--- src/rtl/ascii_stream_player_if.sv ---
// Bus bundle for the ASCII stream player: ioctl download, external memory,
// live keyboard and CPU keyboard-register signals.
interface ascii_stream_player_if #(
    parameter int ADDR_W = 16
);
    logic              ioctl_download;
    logic [ADDR_W-1:0] ioctl_addr;
    logic [7:0]        ioctl_dout;
    logic              ioctl_wr;
    logic [ADDR_W-1:0] mem_addr;
    logic [7:0]        mem_din;
    logic              mem_wr;
    logic              mem_rd;
    logic [7:0]        mem_dout;
    logic              mem_ready;
    logic [6:0]        kbd_ascii;
    logic              kbd_strobe;
    logic              cs;
    logic              address;
    logic [7:0]        dout;
    logic              data_ready;

    modport master (
        output ioctl_download, ioctl_addr, ioctl_dout, ioctl_wr,
        output mem_dout, mem_ready, kbd_ascii, kbd_strobe, cs, address,
        input  mem_addr, mem_din, mem_wr, mem_rd, dout, data_ready
    );

    modport slave (
        input  ioctl_download, ioctl_addr, ioctl_dout, ioctl_wr,
        input  mem_dout, mem_ready, kbd_ascii, kbd_strobe, cs, address,
        output mem_addr, mem_din, mem_wr, mem_rd, dout, data_ready
    );
endinterface

--- src/rtl/ascii_stream_player.sv ---
// Paced text-injection engine: replays a downloaded byte stream into the
// Apple-1 keyboard register as if typed, with flow control and live-key abort.
module ascii_stream_player #(
    parameter int ADDR_W   = 16,
    parameter int PACE_DIV = 40000,
    parameter int EOL_DIV  = 400000,
    parameter int NL_MODE  = 1,
    parameter int UPCASE   = 1
) (
    input logic                  clk25,
    input logic                  rst,
    ascii_stream_player_if.slave bus
);
    typedef enum logic [2:0] {IDLE, LOAD, PACE, FETCH, WAITCPU} state_t;

    localparam int CNT_W = $clog2(EOL_DIV + 1);
    localparam logic [CNT_W-1:0] PACE_RELOAD = CNT_W'(PACE_DIV - 1);
    localparam logic [CNT_W-1:0] EOL_RELOAD  = CNT_W'(EOL_DIV - 1);

    state_t            r_state;
    logic [ADDR_W-1:0] r_rd_ptr;
    logic [ADDR_W-1:0] r_last_addr;
    logic              r_have_data;
    logic              r_rdy;
    logic [6:0]        r_ascii;
    logic [7:0]        r_dout;
    logic              r_mem_rd;
    logic [CNT_W-1:0]  r_cnt;
    logic              r_prev_cr;

    logic [6:0]        w_byte;
    logic              w_drop;
    logic              w_at_end;
    logic              w_playing;
    logic [CNT_W-1:0]  w_reload;
    logic              w_unused;

    function automatic logic [6:0] foldCase(input logic [6:0] c);
        if (UPCASE != 0 && c >= 7'h61 && c <= 7'h7A) return c - 7'h20;
        return c;
    endfunction

    // Newline policy first (it needs the raw LF), then case folding.
    always_comb begin
        w_byte = bus.mem_dout[6:0];
        w_drop = 1'b0;
        if (w_byte == 7'h0A) begin
            if (NL_MODE == 1) begin
                w_byte = 7'h0D;
            end else if (NL_MODE == 2) begin
                if (r_prev_cr) w_drop = 1'b1;
                else           w_byte = 7'h0D;
            end
        end
        w_byte = foldCase(w_byte);
    end

    assign w_at_end  = (r_rd_ptr == r_last_addr);
    assign w_playing = (r_state == PACE) || (r_state == FETCH) || (r_state == WAITCPU);
    assign w_reload  = r_prev_cr ? EOL_RELOAD : PACE_RELOAD;
    assign w_unused  = bus.mem_dout[7];

    assign bus.mem_addr   = bus.ioctl_download ? bus.ioctl_addr : r_rd_ptr;
    assign bus.mem_din    = bus.ioctl_wr ? bus.ioctl_dout : 8'h00;
    assign bus.mem_wr     = bus.ioctl_download & bus.ioctl_wr;
    assign bus.mem_rd     = r_mem_rd & ~bus.ioctl_download;
    assign bus.dout       = r_dout;
    assign bus.data_ready = w_playing;

    // CPU read clears rdy early in the block so that a new character later
    // in the same cycle wins; download beats live keys, which beat playback.
    always_ff @(posedge clk25) begin
        if (rst) begin
            r_state     <= IDLE;
            r_rd_ptr    <= '0;
            r_last_addr <= '0;
            r_have_data <= 1'b0;
            r_rdy       <= 1'b0;
            r_ascii     <= '0;
            r_dout      <= '0;
            r_mem_rd    <= 1'b0;
            r_cnt       <= '0;
            r_prev_cr   <= 1'b0;
        end else begin
            if (bus.cs) begin
                if (!bus.address) begin
                    r_dout <= {1'b1, r_ascii};
                    r_rdy  <= 1'b0;
                end else begin
                    r_dout <= {r_rdy, 7'b0};
                end
            end
            if (bus.kbd_strobe) begin
                r_ascii <= foldCase(bus.kbd_ascii);
                r_rdy   <= 1'b1;
            end
            if (bus.ioctl_download) begin
                r_mem_rd <= 1'b0;
                if (r_state != LOAD) begin
                    r_state     <= LOAD;
                    r_have_data <= 1'b0;
                end
                if (bus.ioctl_wr) begin
                    r_last_addr <= bus.ioctl_addr;
                    r_have_data <= 1'b1;
                end
            end else if (bus.kbd_strobe && w_playing) begin
                r_state  <= IDLE;
                r_mem_rd <= 1'b0;
            end else begin
                case (r_state)
                    IDLE: r_state <= IDLE;
                    LOAD: begin
                        if (r_have_data) begin
                            r_state  <= PACE;
                            r_rd_ptr <= '0;
                            r_cnt    <= PACE_RELOAD;
                        end else begin
                            r_state <= IDLE;
                        end
                    end
                    PACE: begin
                        if (r_cnt == '0) begin
                            r_state  <= FETCH;
                            r_mem_rd <= 1'b1;
                        end else begin
                            r_cnt <= r_cnt - CNT_W'(1);
                        end
                    end
                    FETCH: begin
                        if (bus.mem_ready) begin
                            r_mem_rd <= 1'b0;
                            if (w_drop) begin
                                r_prev_cr <= 1'b0;
                                if (w_at_end) begin
                                    r_state <= IDLE;
                                end else begin
                                    r_rd_ptr <= r_rd_ptr + ADDR_W'(1);
                                    r_cnt    <= w_reload;
                                    r_state  <= PACE;
                                end
                            end else begin
                                r_ascii   <= w_byte;
                                r_rdy     <= 1'b1;
                                r_prev_cr <= (w_byte == 7'h0D);
                                r_state   <= WAITCPU;
                            end
                        end
                    end
                    WAITCPU: begin
                        if (!r_rdy) begin
                            if (w_at_end) begin
                                r_state <= IDLE;
                            end else begin
                                r_rd_ptr <= r_rd_ptr + ADDR_W'(1);
                                r_cnt    <= w_reload;
                                r_state  <= PACE;
                            end
                        end
                    end
                    default: r_state <= IDLE;
                endcase
            end
        end
    end
endmodule

--- src/flat_wrapper.sv ---
// flat-port wrapper written by rule: the top's interface ports become plain ports
module ascii_stream_player_flat 
#(
    parameter int ADDR_W   = 16,
    parameter int PACE_DIV = 40000,
    parameter int EOL_DIV  = 400000,
    parameter int NL_MODE  = 1,
    parameter int UPCASE   = 1
)
  (clk25, rst, bus_ioctl_download, bus_ioctl_addr, bus_ioctl_dout, bus_ioctl_wr, bus_mem_dout, bus_mem_ready, bus_kbd_ascii, bus_kbd_strobe, bus_cs, bus_address, bus_mem_addr, bus_mem_din, bus_mem_wr, bus_mem_rd, bus_dout, bus_data_ready);
  ascii_stream_player_if #(.ADDR_W(ADDR_W)) bus_i ();
  input logic clk25;
  input logic rst;
  input wire logic [$bits(bus_i.ioctl_download)-1:0] bus_ioctl_download;
  input wire logic [$bits(bus_i.ioctl_addr)-1:0] bus_ioctl_addr;
  input wire logic [$bits(bus_i.ioctl_dout)-1:0] bus_ioctl_dout;
  input wire logic [$bits(bus_i.ioctl_wr)-1:0] bus_ioctl_wr;
  input wire logic [$bits(bus_i.mem_dout)-1:0] bus_mem_dout;
  input wire logic [$bits(bus_i.mem_ready)-1:0] bus_mem_ready;
  input wire logic [$bits(bus_i.kbd_ascii)-1:0] bus_kbd_ascii;
  input wire logic [$bits(bus_i.kbd_strobe)-1:0] bus_kbd_strobe;
  input wire logic [$bits(bus_i.cs)-1:0] bus_cs;
  input wire logic [$bits(bus_i.address)-1:0] bus_address;
  output wire logic [$bits(bus_i.mem_addr)-1:0] bus_mem_addr;
  output wire logic [$bits(bus_i.mem_din)-1:0] bus_mem_din;
  output wire logic [$bits(bus_i.mem_wr)-1:0] bus_mem_wr;
  output wire logic [$bits(bus_i.mem_rd)-1:0] bus_mem_rd;
  output wire logic [$bits(bus_i.dout)-1:0] bus_dout;
  output wire logic [$bits(bus_i.data_ready)-1:0] bus_data_ready;
  assign bus_i.ioctl_download = bus_ioctl_download;
  assign bus_i.ioctl_addr = bus_ioctl_addr;
  assign bus_i.ioctl_dout = bus_ioctl_dout;
  assign bus_i.ioctl_wr = bus_ioctl_wr;
  assign bus_i.mem_dout = bus_mem_dout;
  assign bus_i.mem_ready = bus_mem_ready;
  assign bus_i.kbd_ascii = bus_kbd_ascii;
  assign bus_i.kbd_strobe = bus_kbd_strobe;
  assign bus_i.cs = bus_cs;
  assign bus_i.address = bus_address;
  assign bus_mem_addr = bus_i.mem_addr;
  assign bus_mem_din = bus_i.mem_din;
  assign bus_mem_wr = bus_i.mem_wr;
  assign bus_mem_rd = bus_i.mem_rd;
  assign bus_dout = bus_i.dout;
  assign bus_data_ready = bus_i.data_ready;
  ascii_stream_player #(.ADDR_W(ADDR_W), .PACE_DIV(PACE_DIV), .EOL_DIV(EOL_DIV), .NL_MODE(NL_MODE), .UPCASE(UPCASE)) u_core (.clk25(clk25), .rst(rst), .bus(bus_i));
endmodule
--- config.mk ---
export PLATFORM = sky130hd
export DESIGN_NAME = ascii_stream_player_flat
export DESIGN_NICKNAME = d
export VERILOG_FILES = /design/src/rtl/ascii_stream_player_if.sv /design/src/rtl/ascii_stream_player.sv /design/src/flat_wrapper.sv
export SDC_FILE = /design/constraint.sdc
export NUM_CORES = 1
export LEC_CHECK = 0
export ABC_AREA = 1
export BUFFER_PORTS_ARGS = -buffer_cell sky130_fd_sc_hd__clkbuf_2
export CORE_ASPECT_RATIO = 0.8
export CORE_MARGIN = 5
export CORE_UTILIZATION = 39
export DETAILED_ROUTE_END_ITERATION = 10
export PLACE_DENSITY = 0.57
export SLEW_MARGIN = 0
export SYNTH_ARGS = -nofsm -noshare
export SYNTH_HDL_FRONTEND = slang
export SYNTH_SLANG_ARGS = --single-unit
--- constraint.sdc ---
create_clock -name clk25 -period 3.1 [get_ports clk25]
set_input_delay 0.31 -clock clk25 [delete_from_list [all_inputs] [get_ports clk25]]
set_output_delay 0.31 -clock clk25 [all_outputs]
set_load 0.02 [all_outputs]
==> run metrics, run 1 <==
Worst Max-Slew Pin Slew=0.772 ns; Post-Syn Area=0.00466 mm^2; port buffer count=80; Pre-Repair DR Iteration Count=4; row cnt=35; 1st-iter DRT viols=around 170; number of global-route vias before repair=roughly 4500; die width=132 um; Core Area=around 0.012 mm^2; CTS Root Cell=clkbuf_16; setup TNS=0 ns; Final WS setup=0.807 ns; P&R area growth vs syn=16.6%; Pleak=around 2.4 nW; HP Class=in2reg; Synth Instances=741; post-CTS sizing=0; most common cell after layout, fill and taps aside=nand2_1; Max transition margin=48.5%; unrepaired setup endpoints after global routing=false; data required time of the critical path=roughly 3.4 ns; # hold bufs at CTS=0; max-slew violation count=0; CTS tree=yes; top cells by area, synth=dfxtp_1 (31%), nand2_1 (17%), inv_1 (6.3%); vias per cell=4.94; most frequent cells in the layout=nand2_1 (208), clkbuf_2 (80), inv_1 (78), nor2_1 (78), dfxtp_1 (73); Yosys cell types=35; Overall Global Routing Usage=17.9%; fraction of layout cells with a size suffix above 1=20.1%; Sink Count=73; hold path depth=3; WL per Instance=13.0 um; worst vdd ir=0.000244 V; clk_skew=0.0115 ns; final cell count without fillers=959; full die area=0.0142 mm^2; Num CTS Buffers=9; post-synth net total=approximately 790; Final Hold Fails=0; largest fanout on the critical path=20; FF-to-FF path depth=13; register area share after synthesis=31.4%; Yosys reg bits=73; maxcap violations=0; CTS Buffer Depth=2; pre-CTS setup slack=0.825 ns; Yosys top cell by area=dfxtp_1; Worst Path Arrival=about 2.6 ns; Peak Freq=436 MHz; routed wire length=between 10000 and 15000 um; global-route wire length before repair=21400 um; Tmin final=between 2 and 2.5 ns; setup bufs post-CTS=0; DRC=0; H-tree depth=3; dpl hpwl=9300 um; area share of the largest cell type after synthesis=a little under a third; crit start category=flop; worst skew pair latency=0.34 ns; total gr overflow=0; # IOs=82; die height=108 um; outcome=completed; largest net degree at the start of global routing=39; Inst Count DP=~940; power density over the cells=approximately 460 mW/mm^2; GPL Wtd Cong=0.868; period utilisation layout=approximately 74%; critical path type=reg2reg; # diodes=0; Initial Util=40.2%; Setup violations, final=0; post-route antenna net violation count=0; Final Net Count=857; via count=4737; Clock transition at path regs=0.06 ns; Ys Warns=0; Setup crit end kind=flop; Mapped Avg Cell Area=6.29 um^2; initial antenna violation count=0
==> worst paths after layout <==
path	from	to	slack (ns)
max	u_core.r_state[1]	u_core.r_rd_ptr[9]	0.81
min	bus_ioctl_addr[9]	u_core.r_last_addr[9]	0.26
max reg2reg	u_core.r_state[1]	u_core.r_rd_ptr[9]	0.81
min reg2reg	u_core.bus.dout[4]	u_core.bus.dout[4]	0.47
==> per-stage QoR <==
| stage | utilization [%] | power, mW | hold WS [ns] | area, um^2 |
|---|---|---|---|---|
| after global routing | 46.8 | 2.61 | 0.281 | 5430 |
| after CTS | 46.8 | 2.51 | 0.255 | 5430 |
| after global placement | 44.0 | 1.38 | 0.453 | 5110 |
| after detailed placement | 44.0 | 1.38 | 0.458 | 5110 |
| after floorplan | - | 1.28 | 0.443 | 4660 |
| final | 46.8 | 2.49 | 0.257 | 5430 |
==> cell type report <==
| class | instances | area (um^2) |
|---|---|---|
| Clock buffer | 11 | 243 |
| Clock inverter | 5 | 78.8 |
| Fill cell | 1177 | 6170 |
| Inverter | 86 | 325 |
| Multi-Input combinational cell | 552 | 2710 |
| Sequential cell | 73 | 1460 |
| Tap cell | 148 | 185 |
| Timing Repair Buffer | 84 | 430 |
==> worst max-delay path, cell delays in order, from the launching register on <==
cell	delay, ns
dfxtp_1	0.41
inv_2	0.07
nand3_2	0.09
buf_4	0.26
inv_2	0.14
nand2_2	0.10
nand2_2	0.08
nor3_2	0.23
nand2_2	0.29
inv_4	0.28
nand2_1	0.08
nand2_1	0.06
inv_1	0.03
nor2_1	0.08
==> cell usage after synthesis, drive strengths merged <==
master / number
a21oi: 75
a311oi: 3
nor3: 21
xnor2: 4
clkbuf: 20
a21boi: 1
xor2: 17
nor2: 82
nand2: 234
clkinv: 1
nand3: 44
o21bai: 1
inv: 85
buf: 10
dfxtp: 73
ha: 4
nand4: 8
a211oi: 1
o21ai: 55
a31oi: 2
==> where the power goes <==
group	leakage, nW	switching (mW)	total [mW]	internal, mW
Clock	0.159	0.407	1.13	0.725
Sequential	0.595	0.0223	0.993	0.970
Combinational	1.65	0.241	0.369	0.128
Total	2.40	0.670	2.49	1.82
==> layer usage <==
layer / GRT usage [%] / wire (um)
met1: 23.3 / 6000
met2: 30.2 / 5700
met3: 5.00 / 639
met4: 3.27 / 98
met5: 0 / 0
==> logic make-up after synthesis <==
| group | share of synthesized area (%) |
|---|---|
| adders and majority gates | 1.07 |
| buffers and inverters | 10.5 |
| and+or+nand+nor | 36.1 |
| AOI/OAI and AO/OA | 17.0 |
| xor gates and xnor gates | 3.95 |
| DFF | 31.4 |
==> flip-flops by register name, indices dropped and copies added, names as in the netlist <==
register,count
u_core.r_have_data,1
u_core.bus.dout,8
u_core.r_cnt,19
u_core.r_prev_cr,1
u_core.r_state,3
u_core.r_last_addr,16
u_core.r_ascii,7
u_core.r_rdy,1
u_core.r_rd_ptr,16
u_core.r_mem_rd,1
No activity file was read; power rests on OpenSTA's default activity.
==> inputs of run 2 (changes only) <==
- clock period: 3.1 -> 2.19 ns (I/O delays scaled with it)
==> run metrics, run 2 (same netlist as run 1, synthesis figures left out) <==
outcome=completed; die height=108 um (unchanged); number of global-route vias before repair=4502 (-0.64%); most frequent cells in the layout=nand2_1 (207), clkbuf_2 (80), inv_1 (78), nor2_1 (78), dfxtp_1 (73); post-route antenna net violation count=0 (unchanged); crit start category=flop; fraction of layout cells with a size suffix above 1=20.9% (+0.83 points); Final WS setup=0.237 ns (-0.569 ns); FF-to-FF path depth=8 (-5); M1 wire length=6010 um (+0.25%); Sink Count=73 (unchanged); Worst Max-Slew Pin Slew=0.753 ns (-0.0189 ns); max-slew violation count=0 (unchanged); data required time of the critical path=2.46 ns (-0.92 ns); Tmin final=1.95 ns (-0.341 ns); DRC=0 (unchanged); post-CTS sizing=0 (unchanged); die width=132 um (unchanged); Setup violations, final=0 (unchanged); most common cell after layout, fill and taps aside=nand2_1; setup bufs post-CTS=0 (unchanged); Final Net Count=863 (+0.70%); port buffer count=80 (unchanged); final cell count without fillers=965 (+0.63%); met3 WL post-DR=599 um (-6.3%); max layer used=met4; Inst Count DP=949 (+0.64%); final hold slack=0.163 ns (-0.0944 ns); routed wire length=12300 um (-0.73%); Max transition margin=49.7% (+1.3 points); # diodes=0 (unchanged); H-tree depth=3 (unchanged); setup TNS=0 ns (unchanged); # hold bufs at CTS=0 (unchanged); initial antenna violation count=0 (unchanged); max FFs per register=19 (unchanged); global-route wire length before repair=21200 um (-1.1%); row cnt=35 (unchanged); maxcap violations=0 (unchanged); Biggest register=u_core.r_cnt; GPL Wtd Cong=0.854 (-1.6%); Initial Util=40.2% (unchanged); reg-to-reg slack, setup=0.24 ns (-0.57 ns); Setup crit end kind=flop; biggest registers after layout=u_core.r_cnt: 19 flops, u_core.r_last_addr: 16 flops, u_core.r_rd_ptr: 16 flops; full die area=0.0142 mm^2 (unchanged); worst skew pair latency=0.34 ns (about the same); Pre-Repair DR Iteration Count=4 (unchanged); worst hold endpoint=u_core.r_last_addr[9]; largest fanout on the critical path=16 (-20%); period utilisation layout=89.2% (+15 points); WL met2=5570 um (-2.3%); Num CTS Buffers=9 (unchanged); CTS tree=yes; Core Area=0.0116 mm^2 (unchanged); CTS Buffer Depth=2 (unchanged); power density over the cells=680 mW/mm^2 (+48%); largest net degree at the start of global routing=46 (+18%); 1st-iter DRT viols=213 (+22%); total gr overflow=0 (unchanged); Pleak=2.46 nW (+2.2%); Peak Freq=512 MHz (+17%); RR Startpoint=u_core.r_state[0]; Final Hold Fails=0 (unchanged); # IOs=82 (unchanged); hold path depth=3 (unchanged); Clock transition at path regs=0.06 ns (about the same); worst r2r dst=u_core.r_cnt[18]; P&R area growth vs syn=18.9%; unrepaired setup endpoints after global routing=false; via count=4740 (+0.063%); CTS Root Cell=clkbuf_16; clk_skew=0.00952 ns (-0.00194 ns); pre-CTS setup slack=0.222 ns (-0.603 ns); critical path type=reg2reg; Hold Crit Start=bus_ioctl_addr[9]; dpl hpwl=9260 um (-0.43%); vias per cell=4.91 (-0.56%); WL per Instance=12.8 um (-1.3%); Worst Path Arrival=2.22 ns (-0.35 ns); worst vdd ir=0.000342 V (+40%); HP Class=in2reg; Overall Global Routing Usage=17.7% (-0.22 points)
## run 2: how the worst max path moves through the flow
stage | start | end | slack (ns) | cells past startpoint
floorplan | u_core.r_cnt[0] | u_core.r_cnt[12] | 0.49 | 11
global placement | u_core.r_cnt[0] | u_core.r_cnt[15] | 0.27 | 12
detailed placement | u_core.r_state[0] | u_core.r_cnt[5] | 0.22 | 8
CTS | u_core.r_state[0] | u_core.r_cnt[5] | 0.21 | 8
global route | u_core.r_state[0] | u_core.r_cnt[2] | 0.03 | 8
finish | u_core.r_state[0] | u_core.r_cnt[18] | 0.24 | 8
## run 2: through the flow
step	utilization (%)	instance area (um^2)	total power [mW]
after floorplan	-	4660	1.81
after global placement	44.5	5170	1.96
after detailed placement	44.5	5170	1.97
after CTS	47.7	5540	3.81
after global routing	47.7	5540	3.94
final	47.7	5540	3.77
## run 2: final cells by class
type	instances	area [um^2]
multi-input combinational	552	2710
inverter	86	325
clock inverter	7	143
sequential	73	1460
clock buffer	9	225
timing repair buffer	90	488
tap	148	185
fill	1207	6070
## run 2: per-layer routing
metal	global-route usage, %	vias to the layer above
met5	0	-
met4	4.80	0
met3	3.93	10
met2	29.5	100
met1	23.3	2121
li1	-	2509
## run 2: critical path, cell delays in order (launching register included)
cell and delay (ns):
dfxtp_1 0.36, inv_1 0.10, nor3_2 0.37, nor2_2 0.11, nor3_4 0.22, nand2_2 0.09
nor2_4 0.39, nand2_1 0.10, a21oi_1 0.14
## run 2: power by group
part / switching (mW) / leakage [nW] / total (mW) / internal (mW)
Clock: 0.596 / 0.180 / 1.83 / 1.23
Combinational: 0.345 / 1.68 / 0.537 / 0.192
Sequential: 0.0310 / 0.595 / 1.40 / 1.37
